File: src/rtl/mem_request_buffer.sv
`default_nettype none
// ============================================================================
// Module   : mem_request_buffer
// Brief    : Serial-tagging request queue between the core memory port and a
//            valid/ready memory backend, with in-order read data return.
// Revision : 1.0
// ============================================================================
module mem_request_buffer #(
    parameter int ADDR_WIDTH   = 32,
    parameter int DATA_WIDTH   = 128,
    parameter int SERIAL_WIDTH = 4,
    parameter int REQ_DEPTH    = 4,
    parameter int MAX_READS    = 8
) (
    input  logic                    clk,
    input  logic                    rst,
    input  logic [ADDR_WIDTH-1:0]   memAccessAddr,
    input  logic [DATA_WIDTH-1:0]   memAccessWriteData,
    input  logic                    memAccessRE,
    input  logic                    memAccessWE,
    output logic                    memAccessReadBusy,
    output logic                    memAccessWriteBusy,
    output logic [SERIAL_WIDTH-1:0] nextMemReadSerial,
    output logic [SERIAL_WIDTH-1:0] nextMemWriteSerial,
    output logic                    memReadDataReady,
    output logic [DATA_WIDTH-1:0]   memReadData,
    output logic [SERIAL_WIDTH-1:0] memReadSerial,
    output logic                    memAccessResponseValid,
    output logic [SERIAL_WIDTH-1:0] memAccessResponseSerial,
    output logic                    backendReqValid,
    input  logic                    backendReqReady,
    output logic                    backendReqWE,
    output logic [ADDR_WIDTH-1:0]   backendReqAddr,
    output logic [DATA_WIDTH-1:0]   backendReqWData,
    input  logic                    backendRspValid,
    input  logic [DATA_WIDTH-1:0]   backendRspData,
    output logic                    protocolError
);

    localparam int c_PTR_W  = $clog2(REQ_DEPTH);
    localparam int c_CNT_W  = $clog2(REQ_DEPTH + 1);
    localparam int c_TAG_IW = (MAX_READS > 1) ? $clog2(MAX_READS) : 1;
    localparam int c_RD_W   = $clog2(MAX_READS + 1);
    localparam logic [c_CNT_W-1:0]  c_REQ_FULL = c_CNT_W'(REQ_DEPTH);
    localparam logic [c_RD_W-1:0]   c_RD_FULL  = c_RD_W'(MAX_READS);
    localparam logic [c_TAG_IW-1:0] c_TAG_LAST = c_TAG_IW'(MAX_READS - 1);

    logic                    r_reqWe     [REQ_DEPTH];
    logic [ADDR_WIDTH-1:0]   r_reqAddr   [REQ_DEPTH];
    logic [DATA_WIDTH-1:0]   r_reqData   [REQ_DEPTH];
    logic [SERIAL_WIDTH-1:0] r_reqSerial [REQ_DEPTH];
    logic [c_PTR_W-1:0]      r_reqWrPtr, r_reqRdPtr;
    logic [c_CNT_W-1:0]      r_reqCount;

    logic [SERIAL_WIDTH-1:0] r_tagMem [MAX_READS];
    logic [c_TAG_IW-1:0]     r_tagWrPtr, r_tagRdPtr;
    logic [c_RD_W-1:0]       r_tagCount;

    logic [c_RD_W-1:0]       r_readInflight;
    logic [SERIAL_WIDTH-1:0] r_nextReadSerial, r_nextWriteSerial;
    logic                    r_rdValid, r_wrRspValid, r_protocolError;
    logic [DATA_WIDTH-1:0]   r_rdData;
    logic [SERIAL_WIDTH-1:0] r_rdSerial, r_wrRspSerial;

    logic w_reqFull, w_reqEmpty, w_readBusy, w_writeBusy;
    logic w_wrAccept, w_rdAccept, w_push, w_pop, w_popRead, w_popWrite;
    logic w_tagEmpty, w_tagPop, w_violation;

    assign w_reqFull   = (r_reqCount == c_REQ_FULL);
    assign w_reqEmpty  = (r_reqCount == '0);
    assign w_writeBusy = w_reqFull;
    assign w_readBusy  = w_reqFull | (r_readInflight == c_RD_FULL);

    // A simultaneous write wins; the colliding read is dropped and flagged.
    assign w_wrAccept = memAccessWE & ~w_writeBusy;
    assign w_rdAccept = memAccessRE & ~memAccessWE & ~w_readBusy;
    assign w_push     = w_wrAccept | w_rdAccept;
    assign w_pop      = ~w_reqEmpty & backendReqReady;
    assign w_popRead  = w_pop & ~r_reqWe[r_reqRdPtr];
    assign w_popWrite = w_pop & r_reqWe[r_reqRdPtr];

    assign w_tagEmpty = (r_tagCount == '0);
    assign w_tagPop   = backendRspValid & ~w_tagEmpty;

    assign w_violation = (memAccessRE & memAccessWE) | (memAccessRE & w_readBusy) |
                         (memAccessWE & w_writeBusy) | (backendRspValid & w_tagEmpty);

    always_ff @(posedge clk) begin
        if (w_push) begin
            r_reqWe[r_reqWrPtr]     <= w_wrAccept;
            r_reqAddr[r_reqWrPtr]   <= memAccessAddr;
            r_reqData[r_reqWrPtr]   <= w_wrAccept ? memAccessWriteData : '0;
            r_reqSerial[r_reqWrPtr] <= w_wrAccept ? r_nextWriteSerial : r_nextReadSerial;
        end
        if (w_popRead) begin
            r_tagMem[r_tagWrPtr] <= r_reqSerial[r_reqRdPtr];
        end
    end

    always_ff @(posedge clk) begin
        if (rst) begin
            r_reqWrPtr        <= '0;
            r_reqRdPtr        <= '0;
            r_reqCount        <= '0;
            r_tagWrPtr        <= '0;
            r_tagRdPtr        <= '0;
            r_tagCount        <= '0;
            r_readInflight    <= '0;
            r_nextReadSerial  <= '0;
            r_nextWriteSerial <= '0;
            r_rdValid         <= 1'b0;
            r_rdData          <= '0;
            r_rdSerial        <= '0;
            r_wrRspValid      <= 1'b0;
            r_wrRspSerial     <= '0;
            r_protocolError   <= 1'b0;
        end else begin
            if (w_push) r_reqWrPtr <= r_reqWrPtr + c_PTR_W'(1);
            if (w_pop)  r_reqRdPtr <= r_reqRdPtr + c_PTR_W'(1);
            case ({w_push, w_pop})
                2'b10:   r_reqCount <= r_reqCount + c_CNT_W'(1);
                2'b01:   r_reqCount <= r_reqCount - c_CNT_W'(1);
                default: r_reqCount <= r_reqCount;
            endcase

            if (w_popRead) r_tagWrPtr <= (r_tagWrPtr == c_TAG_LAST) ? '0 : r_tagWrPtr + c_TAG_IW'(1);
            if (w_tagPop)  r_tagRdPtr <= (r_tagRdPtr == c_TAG_LAST) ? '0 : r_tagRdPtr + c_TAG_IW'(1);
            case ({w_popRead, w_tagPop})
                2'b10:   r_tagCount <= r_tagCount + c_RD_W'(1);
                2'b01:   r_tagCount <= r_tagCount - c_RD_W'(1);
                default: r_tagCount <= r_tagCount;
            endcase

            // A read stays in flight until its data pulse has been presented.
            case ({w_rdAccept, r_rdValid})
                2'b10:   r_readInflight <= r_readInflight + c_RD_W'(1);
                2'b01:   r_readInflight <= r_readInflight - c_RD_W'(1);
                default: r_readInflight <= r_readInflight;
            endcase

            if (w_rdAccept) r_nextReadSerial  <= r_nextReadSerial + SERIAL_WIDTH'(1);
            if (w_wrAccept) r_nextWriteSerial <= r_nextWriteSerial + SERIAL_WIDTH'(1);

            r_rdValid <= w_tagPop;
            if (w_tagPop) begin
                r_rdData   <= backendRspData;
                r_rdSerial <= r_tagMem[r_tagRdPtr];
            end

            r_wrRspValid <= w_popWrite;
            if (w_popWrite) r_wrRspSerial <= r_reqSerial[r_reqRdPtr];

            if (w_violation) r_protocolError <= 1'b1;
        end
    end

    assign memAccessWriteBusy      = w_writeBusy;
    assign memAccessReadBusy       = w_readBusy;
    assign nextMemReadSerial       = r_nextReadSerial;
    assign nextMemWriteSerial      = r_nextWriteSerial;
    assign memReadDataReady        = r_rdValid;
    assign memReadData             = r_rdData;
    assign memReadSerial           = r_rdSerial;
    assign memAccessResponseValid  = r_wrRspValid;
    assign memAccessResponseSerial = r_wrRspSerial;
    assign protocolError           = r_protocolError;

    // Payload is masked while empty so unreset storage never reaches the pins.
    assign backendReqValid = ~w_reqEmpty;
    assign backendReqWE    = ~w_reqEmpty & r_reqWe[r_reqRdPtr];
    assign backendReqAddr  = w_reqEmpty ? '0 : r_reqAddr[r_reqRdPtr];
    assign backendReqWData = w_reqEmpty ? '0 : r_reqData[r_reqRdPtr];

endmodule
`default_nettype wire

File: config.mk
export PLATFORM = sky130hd
export DESIGN_NAME = mem_request_buffer
export DESIGN_NICKNAME = d
export VERILOG_FILES = /design/src/rtl/mem_request_buffer.sv
export SDC_FILE = /design/constraint.sdc
export NUM_CORES = 1
export LEC_CHECK = 0
export CELL_PAD_IN_SITES_DETAIL_PLACEMENT = 1
export CELL_PAD_IN_SITES_GLOBAL_PLACEMENT = 1
export CORE_UTILIZATION = 47
export DETAILED_ROUTE_END_ITERATION = 8
export GPL_TIMING_DRIVEN = 1
export PLACE_DENSITY = 0.83
export SETUP_SLACK_MARGIN = 0.3
export SLEW_MARGIN = 0
export SYNTH_ARGS = -nofsm -noshare
export SYNTH_HDL_FRONTEND = slang
export SYNTH_SLANG_ARGS = --single-unit
File: constraint.sdc
create_clock -name clk -period 9.3 [get_ports clk]
set_clock_uncertainty 0.05 [all_clocks]
set_input_delay 1.86 -clock clk [delete_from_list [all_inputs] [get_ports clk]]
set_output_delay 1.86 -clock clk [all_outputs]
set_load 0.1 [all_outputs]
==> results of run 1 <==
==> layer usage <==
metal,track usage,share of wire,up-vias
met5,0,0.00088,-
met4,0.101,0.032,12
met3,0.0826,0.087,163
met2,0.453,0.52,732
met1,0.290,0.36,10300
li1,-,-,8810
==> flip-flops by register name, summed over array words and instances (netlist names), 4 cells and up, named ones only <==
name and flops:
memAccessResponseSerial 4, memReadData 128, memReadSerial 4, nextMemReadSerial 4, nextMemWriteSerial 4, r_readInflight 4, r_reqAddr 128, r_reqData 512
r_reqSerial 16, r_reqWe 4, r_tagCount 4, r_tagMem 32
==> cells by family (layout without fill, tap and decap cells) <==
logic type	Yosys count	count (layout)	share of synthesized area
AND/OR/NAND/NOR	641	641	0.0984
AO/OA/AOI/OAI	155	155	0.0245
multiplexers	190	190	0.122
adder cells (fa/ha/maj)	19	19	0.00758
other	0	7	0
flip-flops	862	862	0.725
XOR/XNOR	15	15	0.00394
buffers and inverters	151	796	0.0183
==> worst max path at each step <==
stage                     start                         to  slack [ns]  depth (start not counted)
floorplan           memAccessWE  r_reqAddr[0][0]$_DFFE_PP_        2.51                          3
global placement       register         backendReqWData[0]        3.72                          4
detailed placement     register        backendReqWData[32]        3.66                          4
CTS                    register        backendReqWData[33]        2.96                          4
global route           register        backendReqWData[33]        2.81                          4
finish                 register        backendReqWData[32]        3.07                          4
==> cell usage after synthesis (all sizes together), types with 10 or more instances <==
cell / instances
and2: 167
inv: 12
buf: 40
clkbuf: 99
xor2: 10
edfxtp: 692
dfxtp: 170
nor2: 39
mux4: 173
mux2i: 10
ha: 17
nand2: 264
and3: 130
nor3: 10
a21oi: 143
==> final cells by class <==
type / instances / area, um2 / share of cell area
Sequential cell: 862 / 24200 / 0.561
Multi-Input combinational cell: 1020 / 8580 / 0.199
Timing Repair Buffer: 621 / 6220 / 0.144
Clock buffer: 126 / 2490 / 0.0579
Tap cell: 940 / 1180 / 0.0273
Clock inverter: 37 / 398 / 0.00923
Inverter: 12 / 47.5 / 0.00110
Antenna cell: 7 / 17.5 / 0.000406
==> through the flow <==
stage | instances | util
3_5_place_dp | 3455 | 0.573
5_1_grt | 3624 | 0.615
4_1_cts | 3618 | 0.614
2_1_floorplan | 2033 | -
3_3_place_gp | 3455 | 0.573
6_report | 3625 | 0.615
==> worst register-to-register path, stage by stage, from the launching register on <==
cell and delay [ns]:
sky130_fd_sc_hd__dfxtp_1 0.33, sky130_fd_sc_hd__or3b_4 0.83, sky130_fd_sc_hd__inv_1 0.35, sky130_fd_sc_hd__nor4b_2 0.56, sky130_fd_sc_hd__inv_1 0.09, sky130_fd_sc_hd__ha_1 0.24
sky130_fd_sc_hd__ha_1 0.34, sky130_fd_sc_hd__a21oi_1 0.23, sky130_fd_sc_hd__a21oi_1 0.12, sky130_fd_sc_hd__or4_1 0.48, sky130_fd_sc_hd__a21oi_1 0.14
==> run_results.csv, run 1 <==
group,metric,value,unit
die,initial_cell_density_of_the_core,0.475,
clocking,clkLatencyLatePin,0.63,ns
die,core_region_area,70100,um2
clocking,root_buffer,"sky130_fd_sc_hd__clkbuf_16",
timing,rsz_0062_raised_after_global_routing,"no",
routing,vias,20000,
min_path,min-delay-path-class,"reg2reg",
die,floorplan.die.width,268,um
die,die_height,268,um
die,io_count,605,
synth,synth.lib_cells_used.distinct,41,
setup_path,timing.critical_path.arrival,4.32,ns
global_routing,combined_global_route_utilization_of_all_metal_layers,0.258,
synth,post_synth_instance_area,33400,um2
setup_path,critical_path.cell_chain,"buf_4 > mux4_2 > and2_1 > clkdlybuf4s50_1",
timing,final.period_utilization,0.670,
routing,via_per_inst,5.53,
setup_path,r2r-end,"r_readInflight[3]$_SDFFE_PP0P_",
timing,whs,0.406,ns
timing,report.final.slew_viol_count,0,
layout,flow.area_growth_from_synthesis,29.3,%
placement,routabilityCongestion,0.795,
setup_path,critPathBufInv,2,
timing,maxClockFrequency,161,MHz
synth,synthDominantAreaCellType,"sky130_fd_sc_hd__edfxtp_1",
timing,timing_worst_slew_pin_value,1.21,ns
setup_path,r2r_cells,10,
routing,drt-wirelength-per-cell,26.1,um
routing,dr.first_iter.drc_count,1441,
setup_path,path_class,"reg2out",
job,max_cap_viol_count,0,
timing,timing.max_slew.rel_slack,0.194,
clocking,cts_repair_resize_count,0,
global_routing,global_route.overflow_total,0,
timing,setup_viol,0,
clocking,cts.sinks,862,
synth,top_cells_by_area_in_the_synthesized_netlist,"sky130_fd_sc_hd__edfxtp_1 (62%), sky130_fd_sc_hd__mux4_2 (12%), sky130_fd_sc_hd__dfxtp_1 (10%), sky130_fd_sc_hd__and2_1 (3.1%), sky130_fd_sc_hd__nand2_1 (3.0%)",
routing,finalWirelength,94700,um
setup_path,start_kind,"register",
timing,timing_hold_violations_final,0,
clocking,cts-hold-fix-buffers,0,
setup_path,worst_ep_required_time,7.39,ns
min_path,hold_crit_start,"memReadData[110]$_SDFFE_PP0P_",
layout,commonest_non_fill_non_tap_cells_in_the_layout,"sky130_fd_sc_hd__edfxtp_1 (692), sky130_fd_sc_hd__clkdlybuf4s50_1 (598), sky130_fd_sc_hd__nand2_1 (264)",
clocking,inserted_clock_buffers,89,
layout,share_of_layout_cells_above_drive_strength_1,0.126,
die,core.rowCount,97,
routing,drtAntennaViolNets,0,
placement,placement.cell_area,40200,um2
global_routing,antenna_found_initial,13,
run_status,outcome,"finished, final reports clean",
global_routing,grt_max_degree,126,
synth,post_synth_inst_count,2033,
layout,num-nets-final,2919,
routing,first_pass_iters,5,
setup_path,critical_path.max_stage_delay,1.01,ns
setup_path,critPathTopFamily,"buffers and inverters",
synth,postSynth.topFlopCell,"sky130_fd_sc_hd__edfxtp_1",
synth,synth-edff-count,692,
layout,postLayoutCellArea,43100,um2
layout,layout.filler_cells,6386,
placement,dp.final_hpwl,59900,um
clocking,cts_buffer_depth,3,
setup_path,cp_max_fo,41,
timing,period_needed,6.23,ns
synth,yosys_warnings,0,
synth,asyncSetResetFlopFracSynth,0,
setup_path,slowest_stage_cell_cp,"sky130_fd_sc_hd__clkdlybuf4s50_1",
timing,setup_tns,0,ns
placement,pre_cts_slack,3.66,ns
synth,synth.yosys.seq_area_share,0.725,
min_path,whs_endpoint,"memReadData[110]$_SDFFE_PP0P_",
layout,layout.cells.most_common,"sky130_fd_sc_hd__edfxtp_1",
clocking,cts_tree,"built",
clocking,path_clk_slew,0.06,ns
global_routing,grt_first_pass_wirelength,137000,um
routing,detail_route.drc_violations,0,
clocking,clock_tree.htree_level_count,3,
clocking,post-cts-setup-buffer-count,0,
setup_path,worstSetupEndpointType,"output pin",
synth,synth_top_cell_area_share,0.623,
synth,synth_fp_nets,2346,
min_path,hold_depth,2,
setup_path,origin_of_the_critical_flop_to_flop_path,"r_reqCount[2]$_SDFFE_PP0P_",
setup_path,timing.reg2reg.setup_slack,5.48,ns
global_routing,first_global_vias,21900,
synth,yosys_register_bits,862,
timing,layout_setup_ws,3.07,ns
placement,port_buffers,604,
synth,postSynthAreaPerCell,16.4,um2
die,design.die.area,72000,um2
Power of run 1 is not shown: default switching activity piles up to over one toggle a cycle in this logic, so the estimate is an artifact.
==> run 2, diff against run 1 <==
- CORE_UTILIZATION: 47 -> 44
- PLACE_DENSITY: 0.83 -> 0.78
- clock period: 9.3 -> 5.9 ns (I/O delays scaled with it)
==> run_results.csv, run 2 (same netlist as run 1, synthesis figures left out) <==
group,metric,value,unit
die,io_count,605,
clocking,path_clk_slew,0.06,ns
routing,drt-wirelength-per-cell,24.7,um
die,core.rowCount,100,
run_status,outcome,"finished, final reports clean",
job,max_cap_viol_count,0,
min_path,min-delay-path-class,"reg2reg",
layout,num-nets-final,2932,
setup_path,path_class,"reg2out",
die,design.die.area,76900,um2
clocking,cts-hold-fix-buffers,0,
timing,period_needed,4.93,ns
timing,report.final.slew_viol_count,0,
setup_path,cp_max_fo,27,
routing,dr.first_iter.drc_count,1029,
setup_path,timing.critical_path.arrival,3.70,ns
global_routing,combined_global_route_utilization_of_all_metal_layers,0.235,
timing,whs,0.403,ns
timing,timing.max_slew.rel_slack,0.215,
global_routing,first_global_vias,21700,
timing,setup_tns,0,ns
routing,vias,19700,
setup_path,worstSetupEndpointType,"output pin",
global_routing,global_route.overflow_total,0,
routing,first_pass_iters,6,
layout,layout.cells.most_common,"sky130_fd_sc_hd__edfxtp_1",
setup_path,critical_path.cell_chain,"buf_4 > mux4_2 > and2_1 > clkdlybuf4s50_1",
clocking,inserted_clock_buffers,90,
global_routing,antenna_found_initial,22,
placement,port_buffers,604,
timing,timing_hold_violations_final,0,
timing,final.period_utilization,0.835,
timing,timing_worst_slew_pin_value,1.17,ns
routing,detail_route.drc_violations,0,
routing,finalWirelength,90800,um
setup_path,critical_path.max_stage_delay,0.98,ns
layout,flow.area_growth_from_synthesis,29.5,%
clocking,clkLatencyLatePin,0.63,ns
timing,setup_viol,0,
layout,max_flop_register,"r_reqData",
clocking,cts.sinks,862,
global_routing,grt_max_degree,146,
setup_path,start_kind,"register",
placement,routabilityCongestion,0.825,
routing,via_per_inst,5.37,
clocking,root_buffer,"sky130_fd_sc_hd__clkbuf_16",
clocking,clock_tree.htree_level_count,3,
placement,placement.cell_area,40300,um2
clocking,post-cts-setup-buffer-count,0,
layout,commonest_non_fill_non_tap_cells_in_the_layout,"sky130_fd_sc_hd__edfxtp_1 (692), sky130_fd_sc_hd__clkdlybuf4s50_1 (562), sky130_fd_sc_hd__nand2_1 (264)",
clocking,cts_repair_resize_count,0,
die,initial_cell_density_of_the_core,0.446,
timing,rsz_0062_raised_after_global_routing,"no",
die,die_height,277,um
timing,maxClockFrequency,203,MHz
global_routing,grt_first_pass_wirelength,136000,um
die,floorplan.die.width,277,um
die,core_region_area,74700,um2
layout,largest_register_ff_count,512,
setup_path,worst_ep_required_time,4.67,ns
layout,share_of_layout_cells_above_drive_strength_1,0.142,
setup_path,slowest_stage_cell_cp,"sky130_fd_sc_hd__clkdlybuf4s50_1",
layout,postLayoutCellArea,43200,um2
clocking,cts_tree,"built",
clocking,cts_buffer_depth,3,
placement,dp.final_hpwl,57400,um
routing,drtAntennaViolNets,0,
run 2: cell types whose count changed in the layout (fill, tap and decap cells not counted), sizes merged:
cell,delta
bufinv,-5
inv,-2
clkinv,+5
buf,+48
clkbuf,+9
clkdlybuf4s50,-36
clkinvlp,-2
diode,+3
run 2: path summary, 6_finish.rpt:
path | depth (start not counted) | slack (ns) | end | from
worst max-delay path | 4 | 0.97 | backendReqAddr[18] | register
worst min-delay path | 2 | 0.40 | memReadData[71]$_SDFFE_PP0P_ | memReadData[71]$_SDFFE_PP0P_
worst max register to register | 10 | 2.15 | r_readInflight[3]$_SDFFE_PP0P_ | r_reqCount[2]$_SDFFE_PP0P_
worst min register to register | 2 | 0.40 | memReadData[71]$_SDFFE_PP0P_ | memReadData[71]$_SDFFE_PP0P_
run 2: routing by layer:
| layer | part of all wire | GRT usage | vias up |
|---|---|---|---|
| li1 | - | - | 8854 |
| met1 | 0.37 | 0.271 | 10100 |
| met2 | 0.52 | 0.405 | 604 |
| met3 | 0.084 | 0.0807 | 155 |
| met4 | 0.026 | 0.0812 | 24 |
| met5 | 0.0017 | 0 | - |
run 2: critical path: cells and delay by family, from the launching register on:
| family | cells | cell delay [ns] |
|---|---|---|
| flip-flops | 1 | 0.76 |
| buffers and inverters | 2 | 1.51 |
| AND/OR/NAND/NOR | 1 | 0.20 |
| multiplexers | 1 | 0.58 |
run 2: layout make-up:
class / instances / area, um2
fillers: 6859 / 31500
flip-flops and latches: 862 / 24200
multi-input cells: 1020 / 8580
repair buffers: 633 / 6320
clock buffers: 135 / 2590
well taps: 969 / 1210
clock inverters: 33 / 235
inverters: 12 / 47.5
diodes: 10 / 25.0
run 2: per-stage QoR:
stage | std cells | setup slack, ns | util
floorplan | 2033 | 1.64 | -
global placement | 3496 | 1.53 | 0.540
detailed placement | 3496 | 1.54 | 0.540
CTS | 3664 | 0.830 | 0.578
global route | 3672 | 0.751 | 0.578
finish | 3674 | 0.975 | 0.578
Power of run 2 is left out for the same reason.
==> run 3, diff against run 2 <==
- CORE_UTILIZATION: 44 -> 40
- PLACE_DENSITY: 0.78 -> 0.75
- clock period: 5.9 -> 4.1 ns (I/O delays scaled with it)
==> run_results.csv, run 3 (same netlist as run 1, synthesis figures left out) <==
group,metric,value,unit
timing,period_needed,3.59,ns
clocking,inserted_clock_buffers,91,
layout,num-nets-final,2955,
timing,timing_hold_violations_final,0,
layout,share_of_layout_cells_above_drive_strength_1,0.202,
clocking,cts-hold-fix-buffers,0,
setup_path,worst_ep_required_time,3.23,ns
clocking,clkLatencyLatePin,0.64,ns
timing,timing_worst_slew_pin_value,1.19,ns
die,core_region_area,82200,um2
layout,largest_register_ff_count,512,
layout,layout.cells.most_common,"sky130_fd_sc_hd__edfxtp_1",
placement,dp.final_hpwl,60100,um
routing,finalWirelength,92900,um
setup_path,cp_max_fo,61,
routing,dr.first_iter.drc_count,929,
layout,max_flop_register,"r_reqData",
timing,final.period_utilization,0.876,
die,initial_cell_density_of_the_core,0.406,
timing,rsz_0062_raised_after_global_routing,"no",
die,die_height,291,um
clocking,root_buffer,"sky130_fd_sc_hd__clkbuf_16",
timing,setup_viol,0,
placement,pre_cts_slack,0.590,ns
setup_path,critical_path.cell_chain,"or3_4 > buf_12 > and2_1 > buf_4",
setup_path,start_kind,"register",
min_path,min-delay-path-class,"reg2reg",
die,design.die.area,84500,um2
setup_path,slowest_stage_cell_cp,"sky130_fd_sc_hd__or3_4",
routing,drt-wirelength-per-cell,24.5,um
run_status,outcome,"finished, final reports clean",
routing,vias,20000,
global_routing,global_route.overflow_total,0,
global_routing,grt_first_pass_wirelength,138000,um
timing,report.final.slew_viol_count,0,
timing,layout_setup_ws,0.510,ns
routing,first_pass_iters,5,
timing,timing.max_slew.rel_slack,0.206,
setup_path,timing.critical_path.arrival,2.72,ns
placement,port_buffers,604,
global_routing,grt_max_degree,119,
clocking,cts.sinks,862,
die,io_count,605,
routing,via_per_inst,5.26,
global_routing,combined_global_route_utilization_of_all_metal_layers,0.218,
layout,flow.area_growth_from_synthesis,30.2,%
global_routing,antenna_found_initial,13,
clocking,path_clk_slew,0.06,ns
timing,setup_tns,0,ns
routing,detail_route.drc_violations,0,
job,max_cap_viol_count,0,
die,floorplan.die.width,291,um
setup_path,critical_path.max_stage_delay,0.73,ns
clocking,cts_tree,"built",
routing,drtAntennaViolNets,0,
setup_path,path_class,"reg2out",
setup_path,worstSetupEndpointType,"output pin",
clocking,cts_buffer_depth,3,
layout,commonest_non_fill_non_tap_cells_in_the_layout,"sky130_fd_sc_hd__edfxtp_1 (692), sky130_fd_sc_hd__clkdlybuf4s50_1 (429), sky130_fd_sc_hd__nand2_1 (264)",
timing,maxClockFrequency,279,MHz
die,core.rowCount,105,
placement,routabilityCongestion,0.846,
global_routing,first_global_vias,21900,
clocking,clock_tree.htree_level_count,3,
[run 3: final timing paths]
path | startpoint | endpoint | slack, ns | depth (start not counted)
worst min-delay path | memReadData[20]$_SDFFE_PP0P_ | memReadData[20]$_SDFFE_PP0P_ | 0.40 | 2
worst max-delay path | r_reqCount[1]$_SDFFE_PP0P_ | backendReqWData[69] | 0.51 | 4
worst min register to register | memReadData[20]$_SDFFE_PP0P_ | memReadData[20]$_SDFFE_PP0P_ | 0.40 | 2
worst max register to register | register | r_tagCount[3]$_SDFFE_PP0P_ | 1.06 | 7
[run 3: what timing repair did]
| action | 4_1_cts | 5_1_grt |
|---|---|---|
| endpoints found under the setup margin | 0 | 8 |
| buffers inserted | 0 | 2 |
| gates resized for setup | 0 | 1 |
[run 3: cell type report]
type	count	area [um2]
repair buffers	655	6260
diodes	7	17.5
well taps	1070	1340
clock inverters	46	527
flip-flops and latches	862	24200
clock buffers	120	2460
inverters	12	47.5
fillers	7732	38800
multi-input cells	1020	8580
[run 3: stage by stage]
stage,util,area [um2],cells,hold slack (ns)
floorplan,-,33400,2033,0.397
global route,0.528,43400,3792,0.425
detailed placement,0.491,40400,3617,0.397
global placement,0.491,40400,3617,0.391
finish,0.528,43400,3792,0.403
CTS,0.527,43400,3783,0.405
[run 3: critical path, delay by kind of cell, from the launching register on]
kind                   cells  cell delay [ns]
and+or+nand+nor            2             0.98
buffers and inverters      2             0.65
DFF                        1             0.39
[run 3: layer usage]
metal | global-route usage | wire length (um) | vias to the layer above
met5 | 0 | 80 | -
met4 | 0.0933 | 3540 | 12
met3 | 0.0696 | 7320 | 179
met2 | 0.376 | 47500 | 636
met1 | 0.247 | 34500 | 10200
li1 | - | - | 8900
Power of run 3 is left out for the same reason.
==> variant 1: new RTL, settings of run 2 <==
Change the parameter `MAX_READS` from 8 to 16.
--- a/src/rtl/mem_request_buffer.sv
+++ b/src/rtl/mem_request_buffer.sv
@@ -10,7 +10,7 @@
     parameter int DATA_WIDTH   = 128,
     parameter int SERIAL_WIDTH = 4,
     parameter int REQ_DEPTH    = 4,
-    parameter int MAX_READS    = 8
+    parameter int MAX_READS    = 16
 ) (
     input  logic                    clk,
     input  logic                    rst,
Check against the original RTL: not settled (the Yosys comparison gave no result); the edit may change what the design does.
==> variant 1 against run 2 <==
- routed wire length increased by 7.3%
- cell count is 4.7% higher
- worst setup slack gained 0.029 ns
- synthesized area rose by 4.6%
- via count up 5.1%
- sequential cell count increased by 36
- design area rose by 4.9%
- worst hold slack about the same
- largest cell class unchanged
- highest routed layer unchanged
==> variant 1: results (changes against run 2) <==
metric;value;unit;change
drt-total-wl;97.4;mm;+7.3%
root_buffer;clkbuf_16;;
ys_seq_area_frac;0.723;;-0.00197
grt_first_pass_wirelength;146;mm;+6.8%
inv_count;15;;+3
grt_antenna_before_repair;20;;-9.1%
holdPathEnd;memReadData[103]$_SDFFE_PP0P_;;
period_share;0.830;;-0.00488
yosys-top-cells-count;edfxtp_1 (724), nand2_1 (269), mux4_2 (178);;
grt_use_total;0.241;;+0.00590
synth_cell_types;47;;+15%
nMultiInputCombCells;1079;;+5.8%
vias;20700;;+5.1%
worstPathArrival;3.67;ns;-0.03 ns
hold-path-cell-count;2;;unchanged
async_flop_share;0;;unchanged
buf_share;0.142;;-0.00459
clkbuf_count;118;;-13%
hold_start;memReadData[103]$_SDFFE_PP0P_;;
hpwl;63.2;mm;+10%
reg2reg_to;r_reqData[3][15]$_DFFE_PP_;;
post_cts_resized;0;;unchanged
drt_iter0_drc;1124;;+9.2%
synth_edf_count;724;;+4.6%
cp_slowest_stage_delay;1.16;ns;+0.18 ns
critPathMaxFanout;94;;+250%
numCtsBuffers;95;;+5.6%
reg2reg_setup_slack;2.08;ns;-0.07 ns
routabilityCongestion;0.872;;+5.6%
worst-r2r-cell-count;5;;-5
syn-num-nets;2452;;+4.5%
endpoint;backendReqWData[49];;
buffers;632;;-0.16%
seq_share;0.557;;-0.00325
grt_max_degree;124;;-15%
ys_top_cells_by_area;edfxtp_1 (62%), mux4_2 (11%), dfxtp_1 (10%);;
status;finished clean;;
n_sequential_cell;898;;+4.2%
fin_nets;3038;;+3.6%
antenna_cells;9;;-1
multiInputGateArea;0.00902;sq mm;+5.1%
dr.pass1.iters;4;;-2
worstMarginPinSlew;1.28;ns;+0.103 ns
antenna_left;0;;unchanged
drive_gt1_frac;0.132;;-0.0103
place_ws;1.51;ns;-0.0280 ns
grt_pass1_vias;22700;;+4.6%
fillers;7121;;+3.8%
-- variant 1: changes by cell type after synthesis, sizes merged, moves of 5 or more --
| cell | change |
|---|---|
| a21oi | +6 |
| buf | +7 |
| edfxtp | +32 |
| mux2i | +7 |
| mux4 | +5 |
| nand2 | +5 |
| nand3 | +6 |
| nor2 | +14 |
| nor2b | +5 |
| nor3 | -5 |
| nor4b | -5 |
| o21ai | +10 |
-- variant 1: stage by stage --
step | hold slack [ns] | cells | cell area, sq um | power (mW) | utilization
after floorplan | 0.418 | 2135 | 34900 | 18.6 | -
after global placement | 0.392 | 3664 | 42000 | 21.9 | 0.539
after detailed placement | 0.399 | 3664 | 42000 | 22.1 | 0.539
after CTS | 0.407 | 3839 | 45300 | 28.4 | 0.581
after global routing | 0.422 | 3845 | 45300 | 29.0 | 0.581
final | 0.403 | 3848 | 45300 | 28.1 | 0.581
-- variant 1: routing by layer --
layer / share of wire / track usage / vias to the layer above
li1: - / - / 9232
met1: 0.39 / 0.290 / 10600
met2: 0.51 / 0.419 / 678
met3: 0.067 / 0.0636 / 168
met4: 0.031 / 0.0778 / 24
met5: 0.0016 / 0 / -
-- variant 1: logic make-up (layout without fill, tap and decap cells) --
group                      after synthesis  after routing  share of synthesized area
and+or+nand+nor                        650            650                     0.0935
DFF                                    898            898                      0.723
buffers and inverters                  158            822                     0.0189
xor gates and xnor gates                17             17                    0.00427
adders and majority gates               23             23                    0.00890
AOI/OAI and AO/OA                      187            187                     0.0292
other                                    0              9                          0
muxes                                  202            202                      0.122
-- variant 1: worst register-to-register path, cell delays in order, from the launching register on --
cell and delay, ns:
dfxtp_1 0.35, or3b_4 0.82, inv_1 0.35, a21oi_1 0.56
and2_4 0.75, buf_12 0.52
==> variant 2: new RTL, flow settings as in run 2 <==
Without the edit above. Put one more register stage on the output `protocolError`, with the module's reset. The value now appears one clock later. The other outputs are not delayed to match.
--- a/src/rtl/mem_request_buffer.sv
+++ b/src/rtl/mem_request_buffer.sv
@@ -163,7 +163,13 @@
     assign memReadSerial           = r_rdSerial;
     assign memAccessResponseValid  = r_wrRspValid;
     assign memAccessResponseSerial = r_wrRspSerial;
-    assign protocolError           = r_protocolError;
+    always_ff @(posedge clk) begin
+        if (rst) begin
+            protocolError <= '0;
+        end else begin
+            protocolError <= r_protocolError;
+        end
+    end
 
     // Payload is masked while empty so unreset storage never reaches the pins.
     assign backendReqValid = ~w_reqEmpty;
Check against the original RTL: not equivalent (a bounded check fails within 4 cycles, from zero or initial values and one cycle with rst high).
==> variant 2 against run 2 <==
- synthesized area hardly changed
- register-to-register slack better by 0.09 ns
- sequential cell count is 1 higher
- critical path type unchanged
- design area is 0.79% higher
- worst setup slack worse by 0.070 ns
- routed wire length is 4.2% higher
Power is not shown: default switching activity piles up to over one toggle a cycle in this logic, so the estimate is an artifact.
==> variant 2: results (changes against run 2) <==
metric;value;unit;change
status;finished clean;;
synth_edf_count;692;;unchanged
vias;20000;;+1.2%
hpwl;60.1;mm;+4.7%
ys_ff_latch;863;;+0.12%
grt_max_degree;125;;-14%
fillers;6822;;-0.54%
numCtsBuffers;92;;+2.2%
cp-start-kind;flop;;
worstPathArrival;3.76;ns;+0.06 ns
fin_cells;3684;;+0.27%
drive_gt1_frac;0.135;;-0.00782
yosys-top-cells-count;edfxtp_1 (692), nand2_1 (264), mux4_2 (173);;
dpl.cell_count;3500;;+0.11%
critPathMaxFanout;35;;+30%
grt_pass1_vias;21700;;-0.046%
slew-limit-headroom;0.129;;-0.0865
routabilityCongestion;0.814;;-1.4%
synth_cells;2035;;+0.098%
fin_nets;2938;;+0.20%
routedWlPerCell;25.7;um;+3.9%
cp_slowest_stage_delay;1.00;ns;+0.02 ns
reg2reg_setup_slack;2.24;ns;+0.09 ns
dr.pass1.iters;4;;-2
drt_iter0_drc;1224;;+19%
ys_seq_area_frac;0.725;;about the same
post_dp_cell_area;0.0405;sq mm;+0.32%
multiInputGateArea;0.00858;sq mm;about the same
syn-num-nets;2348;;+0.085%
fin_setup_tns;0;ns;unchanged
grt_antenna_before_repair;19;;-14%
grt_use_total;0.243;;+0.00831
hold_start;memReadData[111]$_SDFFE_PP0P_;;
-- variant 2: cell type report --
type / count / share of cell area
Clock buffer: 119 / 0.0573
Timing Repair Buffer: 635 / 0.148
Clock inverter: 53 / 0.0123
Multi-Input combinational cell: 1021 / 0.197
Inverter: 12 / 0.00109
Sequential cell: 863 / 0.556
Tap cell: 969 / 0.0278
Antenna cell: 12 / 0.000690
-- variant 2: worst max-delay path, delay by kind of cell (launching register included) --
kind                   cells  cell delay, ns
AND/OR/NAND/NOR            1            0.19
buffers and inverters      2            1.47
multiplexers               1            0.55
flip-flops                 1            0.89
-- variant 2: routing by layer --
metal | part of all wire | wire length [um] | vias up | track usage
met3 | 0.073 | 6890 | 152 | 0.0727
met1 | 0.38 | 36200 | 10300 | 0.283
li1 | - | - | 8861 | -
met5 | 0.0010 | 95 | - | 0
met4 | 0.028 | 2640 | 16 | 0.0769
met2 | 0.52 | 48800 | 606 | 0.428
-- variant 2: final timing paths --
path / endpoint / depth (start not counted)
hold / removal: memReadData[111]$_SDFFE_PP0P_ / 2
setup reg to reg: r_tagCount[2]$_SDFFE_PP0P_ / 10
setup / recovery: backendReqWData[17] / 4
hold reg to reg: memReadData[111]$_SDFFE_PP0P_ / 2
-- variant 2: cell families (layout without fill, tap and decap cells) --
kind of cell	after synthesis	count (layout)	share of synthesized area
flops	863	863	0.725
simple gates	642	642	0.0985
mux	190	190	0.122
compound gates	155	155	0.0245
buf+inv	151	819	0.0183
fa+ha+maj	19	19	0.00757
xor+xnor	15	15	0.00394
other cells	0	12	0
-- variant 2: per-stage QoR --
step                worst slack (ns)  hold slack (ns)
global route                   0.701            0.418
global placement                1.54            0.391
floorplan                       1.64            0.389
finish                         0.905            0.403
CTS                            0.772            0.406
detailed placement              1.48            0.398
